$ cat config.mk
export PLATFORM = sky130hd
export DESIGN_NAME = if_id_hazard_ctrl
export DESIGN_NICKNAME = d
export VERILOG_FILES = /design/src/rtl/if_id_hazard_ctrl_pkg.sv /design/src/rtl/if_id_hazard_ctrl_load_use_detect.sv /design/src/rtl/if_id_hazard_ctrl.sv
export SDC_FILE = /design/constraint.sdc
export NUM_CORES = 1
export LEC_CHECK = 0
export CAP_MARGIN = 20
export CORE_MARGIN = 2
export CORE_UTILIZATION = 45
export CTS_CLUSTER_SIZE = 20
export DETAILED_ROUTE_END_ITERATION = 6
export HOLD_SLACK_MARGIN = 0.05
export MAX_ROUTING_LAYER = met4
export PLACE_DENSITY = 0.9
export SLEW_MARGIN = 20
export SYNTH_ARGS = -nofsm -noshare
export SYNTH_HDL_FRONTEND = slang
export SYNTH_SLANG_ARGS = --single-unit
$ cat constraint.sdc
create_clock -name clk -period 2.9 [get_ports clk]
set_clock_uncertainty 0.2 [all_clocks]
set_input_delay 0.58 -clock clk [delete_from_list [all_inputs] [get_ports clk]]
set_output_delay 0.58 -clock clk [all_outputs]
set_load 0.1 [all_outputs]
$ cat src/rtl/if_id_hazard_ctrl_pkg.sv
`default_nettype none
// ============================================================================
// Module      : if_id_hazard_ctrl_pkg
// Description : Shared front-end control definitions: controller state
//               encoding, default widths/latencies and the x0 index.
// Revision    : 1.0 - initial release
// ============================================================================
package if_id_hazard_ctrl_pkg;

  localparam int REG_ADDR_LEN_DEF = 5;
  localparam int MD_LATENCY_DEF   = 4;

  // Register x0 is hard-wired to zero, so it never carries a real dependency.
  localparam int X0_IDX = 0;

  typedef enum logic [1:0] {
    ST_INIT    = 2'd0,
    ST_RUN     = 2'd1,
    ST_MD_WAIT = 2'd2
  } state_e;

endpackage : if_id_hazard_ctrl_pkg
`default_nettype wire

$ cat src/rtl/if_id_hazard_ctrl_load_use_detect.sv
`default_nettype none
// ============================================================================
// Module      : load_use_detect
// Description : Flags a load in ID/EX whose destination feeds a source
//               operand of the instruction in IF/ID.
// Revision    : 1.0 - initial release
// ============================================================================
module load_use_detect
  import if_id_hazard_ctrl_pkg::*;
#(
  parameter int REG_ADDR_LEN = REG_ADDR_LEN_DEF
) (
  input  logic                    mem_read_i,
  input  logic [REG_ADDR_LEN-1:0] rd_i,
  input  logic [REG_ADDR_LEN-1:0] rs1_i,
  input  logic [REG_ADDR_LEN-1:0] rs2_i,
  input  logic                    uses_rs2_i,
  output logic                    hazard_o
);

  localparam logic [REG_ADDR_LEN-1:0] X0 = REG_ADDR_LEN'(X0_IDX);

  // rs2 only matters when the consumer actually reads it.
  always_comb begin
    hazard_o = mem_read_i && (rd_i != X0) &&
               ((rd_i == rs1_i) || (uses_rs2_i && (rd_i == rs2_i)));
  end

endmodule : load_use_detect
`default_nettype wire

$ cat src/rtl/if_id_hazard_ctrl.sv
`default_nettype none
// ============================================================================
// Module      : if_id_hazard_ctrl
// Description : Front-end pipeline controller. Arbitrates branch redirect,
//               mul/div hold, load-use bubbles and instruction-memory wait
//               states, and counts front-end stall cycles.
// Revision    : 1.0 - initial release
// ============================================================================
module if_id_hazard_ctrl
  import if_id_hazard_ctrl_pkg::*;
#(
  parameter int REG_ADDR_LEN    = REG_ADDR_LEN_DEF,
  parameter int MD_LATENCY      = MD_LATENCY_DEF,
  parameter int STALL_CNT_WIDTH = 16
) (
  input  logic                       clk,
  input  logic                       rst,
  input  logic                       branch_taken,
  input  logic                       ex_is_muldiv,
  input  logic                       id_ex_mem_read,
  input  logic [REG_ADDR_LEN-1:0]    id_ex_rd,
  input  logic [REG_ADDR_LEN-1:0]    if_id_rs1,
  input  logic [REG_ADDR_LEN-1:0]    if_id_rs2,
  input  logic                       if_id_uses_rs2,
  input  logic                       imem_ready,
  output logic                       imem_req,
  output logic                       PC_WRITE,
  output logic                       IF_ID_WRITE,
  output logic                       IF_FLUSH,
  output logic                       ID_EX_BUBBLE,
  output logic                       EX_HOLD,
  output logic [STALL_CNT_WIDTH-1:0] stall_count
);

  localparam int                    MD_CNT_W    = $clog2(MD_LATENCY);
  // The cycle that detects the mul/div already holds EX once, and the final
  // release cycle is spent at count zero, hence the "-2".
  localparam logic [MD_CNT_W-1:0]   MD_CNT_INIT = MD_CNT_W'(MD_LATENCY - 2);
  localparam logic [STALL_CNT_WIDTH-1:0] STALL_MAX = '1;

  state_e                     state_q, state_d;
  logic [MD_CNT_W-1:0]        md_cnt_q, md_cnt_d;
  logic [STALL_CNT_WIDTH-1:0] stall_cnt_q, stall_cnt_d;
  logic                       load_use;

  load_use_detect #(
    .REG_ADDR_LEN (REG_ADDR_LEN)
  ) u_load_use_detect (
    .mem_read_i (id_ex_mem_read),
    .rd_i       (id_ex_rd),
    .rs1_i      (if_id_rs1),
    .rs2_i      (if_id_rs2),
    .uses_rs2_i (if_id_uses_rs2),
    .hazard_o   (load_use)
  );

  // Mealy control outputs and next-state; everything is forced quiet while
  // reset is asserted so the reset cycle itself drives no enables.
  always_comb begin
    imem_req     = 1'b0;
    PC_WRITE     = 1'b0;
    IF_ID_WRITE  = 1'b0;
    IF_FLUSH     = 1'b0;
    ID_EX_BUBBLE = 1'b0;
    EX_HOLD      = 1'b0;
    state_d      = state_q;
    md_cnt_d     = md_cnt_q;
    if (!rst) begin
      case (state_q)
        ST_INIT: begin
          state_d = ST_RUN;
        end
        ST_RUN: begin
          if (branch_taken) begin
            // Redirect: squash both younger stages, no fetch this cycle.
            PC_WRITE     = 1'b1;
            IF_FLUSH     = 1'b1;
            ID_EX_BUBBLE = 1'b1;
          end else if (ex_is_muldiv) begin
            EX_HOLD  = 1'b1;
            state_d  = ST_MD_WAIT;
            md_cnt_d = MD_CNT_INIT;
          end else if (load_use) begin
            ID_EX_BUBBLE = 1'b1;
          end else begin
            imem_req = 1'b1;
            if (imem_ready) begin
              PC_WRITE    = 1'b1;
              IF_ID_WRITE = 1'b1;
            end else begin
              // ID still advances, so feed it a bubble rather than a copy.
              IF_FLUSH = 1'b1;
            end
          end
        end
        ST_MD_WAIT: begin
          if (md_cnt_q != '0) begin
            EX_HOLD  = 1'b1;
            md_cnt_d = md_cnt_q - 1'b1;
          end else begin
            state_d = ST_RUN;
          end
        end
        default: begin
          state_d = ST_INIT;
        end
      endcase
    end
  end

  // Stall counter: front-end cycles without a PC update, saturating.
  always_comb begin
    stall_cnt_d = stall_cnt_q;
    if (!rst && (state_q != ST_INIT) && !PC_WRITE && (stall_cnt_q != STALL_MAX)) begin
      stall_cnt_d = stall_cnt_q + 1'b1;
    end
  end

  // State registers with synchronous reset.
  always_ff @(posedge clk) begin
    if (rst) begin
      state_q     <= ST_INIT;
      md_cnt_q    <= '0;
      stall_cnt_q <= '0;
    end else begin
      state_q     <= state_d;
      md_cnt_q    <= md_cnt_d;
      stall_cnt_q <= stall_cnt_d;
    end
  end

  assign stall_count = stall_cnt_q;

endmodule : if_id_hazard_ctrl
`default_nettype wire

---- Word level (Yosys, flattened, before mapping) ----
Cells that the tools add are included.
storage, ports and cells
  register bits after elaboration ......... 20
  word-level logic and storage cells ...... 66
operators by class
  add/sub/neg operators ................... 2
  equality and inequality tests ........... 9
  muxes and demuxes ....................... 36
  reductions and logical operators ........ 16
operators by type and width
  kind                                                                    number
  1-bit 2-to-1 mux                                                        29
  16-bit by 1-bit adder with 16-bit output (second input constant)        1
  16-bit inequality test (second input constant)                          1
  5-bit equality test                                                     2
  2-bit 2-to-1 mux                                                        4
  2-bit inequality test (second input constant)                           4
  1-bit logical AND                                                       6
  2-bit one-hot mux with 3 select lines                                   1
  2-bit nonzero test                                                      3
  5-bit nonzero test                                                      1
  2-bit one-hot mux with 2 select lines                                   1
  4-bit AND reduction                                                     1
  3-bit AND reduction                                                     1
  2-bit by 1-bit equality test with 1-bit output (second input constant)  1
  2-bit equality test (second input constant)                             1
  1-bit logical NOT                                                       2
  2-bit logical NOT                                                       1
  1-bit one-hot mux with 2 select lines                                   1
  2-bit by 1-bit subtractor with 2-bit output (second input constant)     1
  1-bit logical OR                                                        1

---- Depth between registers and ports, before layout ----
Gate-level depths: netlist of run 1.
  word-level depth ........................ 12
  gate-level depth with buffers ........... 9

---- By module ----
Synthesis of run 1 repeated with hierarchy kept, for this count alone.
unflattened totals
  cells, all modules ...................... 171
  area, all modules ....................... 1,397.6 um^2
modules (own cells, without submodules)
  module             instances  cells each  area each (um^2)  sequential area each (um^2)
  if_id_hazard_ctrl  1          154         1,265.0           400.4
  load_use_detect    1          17          132.6             0.0

---- Worst setup path before layout of run 1 ----
No wires, ideal clock.
  path type ............................... input -> output
  start point ............................. in id_ex_rd[0]
  end point ............................... out imem_req
  arrival ................................. 3.711 ns
  path slack .............................. -1.591 ns
  stages on the path ...................... 6
  buffers on the path ..................... 0
  path through ............................ or4_1 -> o21ai_2 -> inv_2 -> and2_4 -> or2_1 -> nor3_1
on the way
  longest elaborated chain between the ends .. 9
  elaborated cells on any way between the ends .. 12
ends and longest elaborated chain
  what                   RTL line                                 source
  from (decl)            if_id_hazard_ctrl.sv:21                  input logic [REG_ADDR_LEN-1:0] id_ex_rd,
  5-bit equality test    if_id_hazard_ctrl_load_use_detect.sv:26  ((rd_i == rs1_i) || (uses_rs2_i && (rd_i == rs2_i)));
  1-bit logical AND      if_id_hazard_ctrl_load_use_detect.sv:26
  1-bit logical OR       if_id_hazard_ctrl_load_use_detect.sv:26
  1-bit logical AND (*)  if_id_hazard_ctrl_load_use_detect.sv:25  hazard_o = mem_read_i && (rd_i != X0) &&
  1-bit 2-to-1 mux (*)   if_id_hazard_ctrl.sv:83                  end else if (load_use) begin
  1-bit 2-to-1 mux (*)   if_id_hazard_ctrl.sv:79                  end else if (ex_is_muldiv) begin
  1-bit 2-to-1 mux (*)   if_id_hazard_ctrl.sv:74                  if (branch_taken) begin
  1-bit 2-to-1 mux (*)   if_id_hazard_ctrl.sv:69                  case (state_q)
  1-bit 2-to-1 mux (*)   if_id_hazard_ctrl.sv:68                  if (!rst) begin
  to (decl)              if_id_hazard_ctrl.sv:26                  output logic imem_req,
Every way passes the cells marked *; elsewhere a longest branch is shown, timed or not.

---- Final worst setup path of run 1 ----
  start point ............................. in id_ex_rd[3]
  end point ............................... out IF_FLUSH
on the way
  longest elaborated chain between the ends .. 9
  elaborated cells on any way between the ends .. 12
ends and longest elaborated chain
  what                   RTL line                                 source
  5-bit equality test    if_id_hazard_ctrl_load_use_detect.sv:26
  1-bit logical AND      if_id_hazard_ctrl_load_use_detect.sv:26
  1-bit logical OR       if_id_hazard_ctrl_load_use_detect.sv:26
  1-bit logical AND (*)  if_id_hazard_ctrl_load_use_detect.sv:25
  1-bit 2-to-1 mux (*)   if_id_hazard_ctrl.sv:83
  1-bit 2-to-1 mux (*)   if_id_hazard_ctrl.sv:79
  1-bit 2-to-1 mux (*)   if_id_hazard_ctrl.sv:74
  1-bit 2-to-1 mux (*)   if_id_hazard_ctrl.sv:69
  1-bit 2-to-1 mux (*)   if_id_hazard_ctrl.sv:68
  to (decl)              if_id_hazard_ctrl.sv:29                  output logic IF_FLUSH,
Marks and branches as above.

==> results of run 1 <==
per-stage QoR:
step / power, mW / area [um2] / hold WS, ps / utilization
after global placement: 0.515 / 1950 / 283 / 0.700
after global routing: 0.791 / 2110 / 358 / 0.760
after floorplan: 0.435 / 1380 / 262 / -
after CTS: 0.760 / 2070 / 315 / 0.745
final: 0.763 / 2110 / 323 / 0.760
after detailed placement: 0.523 / 1950 / 299 / 0.700
power breakdown:
part           internal, mW  total (mW)  switching [mW]  leakage, nW
Combinational         0.104       0.240           0.136        0.622
Sequential            0.283       0.291         0.00789        0.162
Clock                 0.140       0.233          0.0928       0.0279
cell type report:
| type | count | area share |
|---|---|---|
| clock inverters | 1 | 0.0142 |
| well taps | 31 | 0.0184 |
| repair buffers | 65 | 0.289 |
| flip-flops and latches | 20 | 0.189 |
| clock buffers | 3 | 0.0107 |
| multi-input cells | 127 | 0.461 |
| inverters | 10 | 0.0178 |
registers in the layout, indices dropped and copies added, names as in the netlist:
register / flops
md_cnt_q: 2
stall_count: 16
state_q: 2
cells in the final DEF, fill, tap and decap left out, types with 4 or more instances in the layout:
cell / count
buf_4: 36
dfxtp_1: 20
a21oi_1: 13
nor2_1: 12
nand2_1: 10
xnor2_1: 10
dlygate4sd2_1: 10
inv_1: 9
nand3_1: 8
clkdlybuf4s50_1: 6
buf_12: 6
nand4_1: 5
o21ai_0: 5
or3_1: 5
ha_1: 5
buf_6: 4
per-layer routing:
layer | global-route usage | wire length (um)
met5 | - | 0
met4 | 0.106 | 76
met3 | 0.0593 | 328
met2 | 0.401 | 2050
met1 | 0.275 | 1590
critical path, cell delays in order:
cell and delay, ps:
buf_6 100, or4_4 540, o21ai_4 150, inv_2 60, and2_4 150, or3_4 340
a21oi_4 160, buf_12 190
repair_timing:
action	in CTS	in global routing
buffers inserted	8	3
pin swaps	9	10
setup endpoints to repair	5	13
resized for setup	31	6
path summary, 6_finish.rpt:
check / endpoint / cells past startpoint
worst max-delay path: IF_FLUSH / 8
worst min-delay path: stall_count[14] / 2
worst max register to register: stall_count[10] / 10
worst min register to register: stall_count[14] / 2
logic make-up (layout without fill, tap and decap cells):
| logic type | Yosys count | count (layout) |
|---|---|---|
| simple gates | 66 | 66 |
| compound gates | 41 | 41 |
| buf+inv | 13 | 79 |
| fa+ha+maj | 5 | 5 |
| xor+xnor | 12 | 12 |
| mux | 3 | 3 |
| flops | 20 | 20 |
==> results.md, run 1 <==
- Mux share of post-synthesis cell area: 0.0225
- First-pass GRT wire length: 6.24 mm
- Failing checks: negative setup slack
- Port buffer count: 43
- GRT Total Usage: 0.242
- Worst Setup Slack post-DPL: -504 ps
- Total CTS buffers: 3
- Die Area: 0.00341 mm2
- Clk Latency, worst-skew pair: 310 ps
- Final non-filler cell total: 257
- DR WL/cell: 15.7 um
- DR vias: 1507
- Adder-cell share of the synthesized area: 0.0469
- Crit Path Category: in -> out
- Post-Synth Simple-Gate Area: 0.288
- Nets: 254
- DRT Wirelength: 4.04 mm
- Setup_tns: -276 ps
- Hold Path Class: reg -> reg
- H-tree depth: 1
- Top FF cell, synth: dfxtp_1
- Initial antenna violation count: 0
- Ys Warns: 0
- Highest clock rate: 0.328 GHz
- Data required, critical path: 2120 ps
- ANT nets after route: 0
- Via/cell ratio: 5.86
- Slew Limit Headroom: 0.422
- Largest net degree at the start of global routing: 16
- Pwr/cell area: 361 mW/mm2
- Synth area leaders: dfxtp_1 30%, xnor2_1 7.2%, a21oi_1 5.3%
- Top post-synthesis cells by count: 20 x dfxtp_1, 14 x a21oi_1, 13 x nor2_1
- Compound-Gate Fraction of Synth Area: 0.221
- Mapped Avg Cell Area: 8.33 um2
- Ant. Diodes: 0
- Worst Slack Setup Final: -147 ps
- Leakage power: 0.812 nW
- EDFF count, synth: 0
- Fillers: 200
- Area of the multi-input gates: 973 um2
- Die Ht: 58.4 um
- Critical Path Start Type: primary input
- Worst Path Max Fanout: 3
- Drc violations: 0
- IO Pins: 44
- Maximum VDD drop: 0.000416 V
- Post-DP HPWL: 2.69 mm
- # hold bufs at CTS: 0
- Largest area contributor in the synthesized netlist: dfxtp_1
- Number of detailed-route iterations in the first pass: 4
- CTS tree: yes
- Register Area: 400 um2
- Global route overflow: 0
- Crit Reg-Reg Startpoint: state_q[1]
- Fin. Hold Viols: 0
- Num rows: 19
- Top-area cell type share of the netlist area: 0.300
- Starting Density: 0.479
- Syn-to-layout area delta: 58.6%
- Flop-to-flop setup slack: 330 ps
- Sink Count: 20
- Root Driver: clkbuf_4
- Core footprint: 0.00278 mm2
- Synthesized flop and latch total: 20
- DR iter-0 viols: 62
- Placed cells: 244
- Final Max Tran Viols: 0
- Distinct cells, synth: 45
- CP endpoint kind: primary output
- Max Cap Viol: 0
- Xor/xnor share of the synthesized area: 0.0789
- Status: complete, but fails checks
- Tmin final: 3050 ps
- Layout cells sized above 1: 0.323
- Mapped Nets: 187
- CP Launch Point: id_ex_rd[3]
- Final setup fails: 4
- Async set or reset register ratio after synthesis: 0
- Mapped Area: 0.00133 mm2
- Vias in the first global route: 1430
- Syn Inst Count: 160
- Most frequent cell after synthesis: dfxtp_1
- Worst hold path startpoint: stall_count[14]
- RSZ-0062 raised after global routing: true
- Worst-path clk slew: 120 ps
- Period utilization: 1.05
- Final GP Congestion: 0.786
- Worst-Margin Slew: 859 ps
- Seq/Total Area, Yosys: 0.300
- Main combinational cell family by area after synthesis: simple AND/OR/NAND/NOR gates
- Chip width: 58.4 um
- Critical path data arrival time: 2270 ps
- Clock Path Buffers: 2
No activity file was read; power rests on OpenSTA's default activity.
==> run 2, diff against run 1 <==
HOLD_SLACK_MARGIN = 0.06   (was 0.05)
==> results of run 2 <==
Final layout, timing and power as in run 1 (identical DEF).
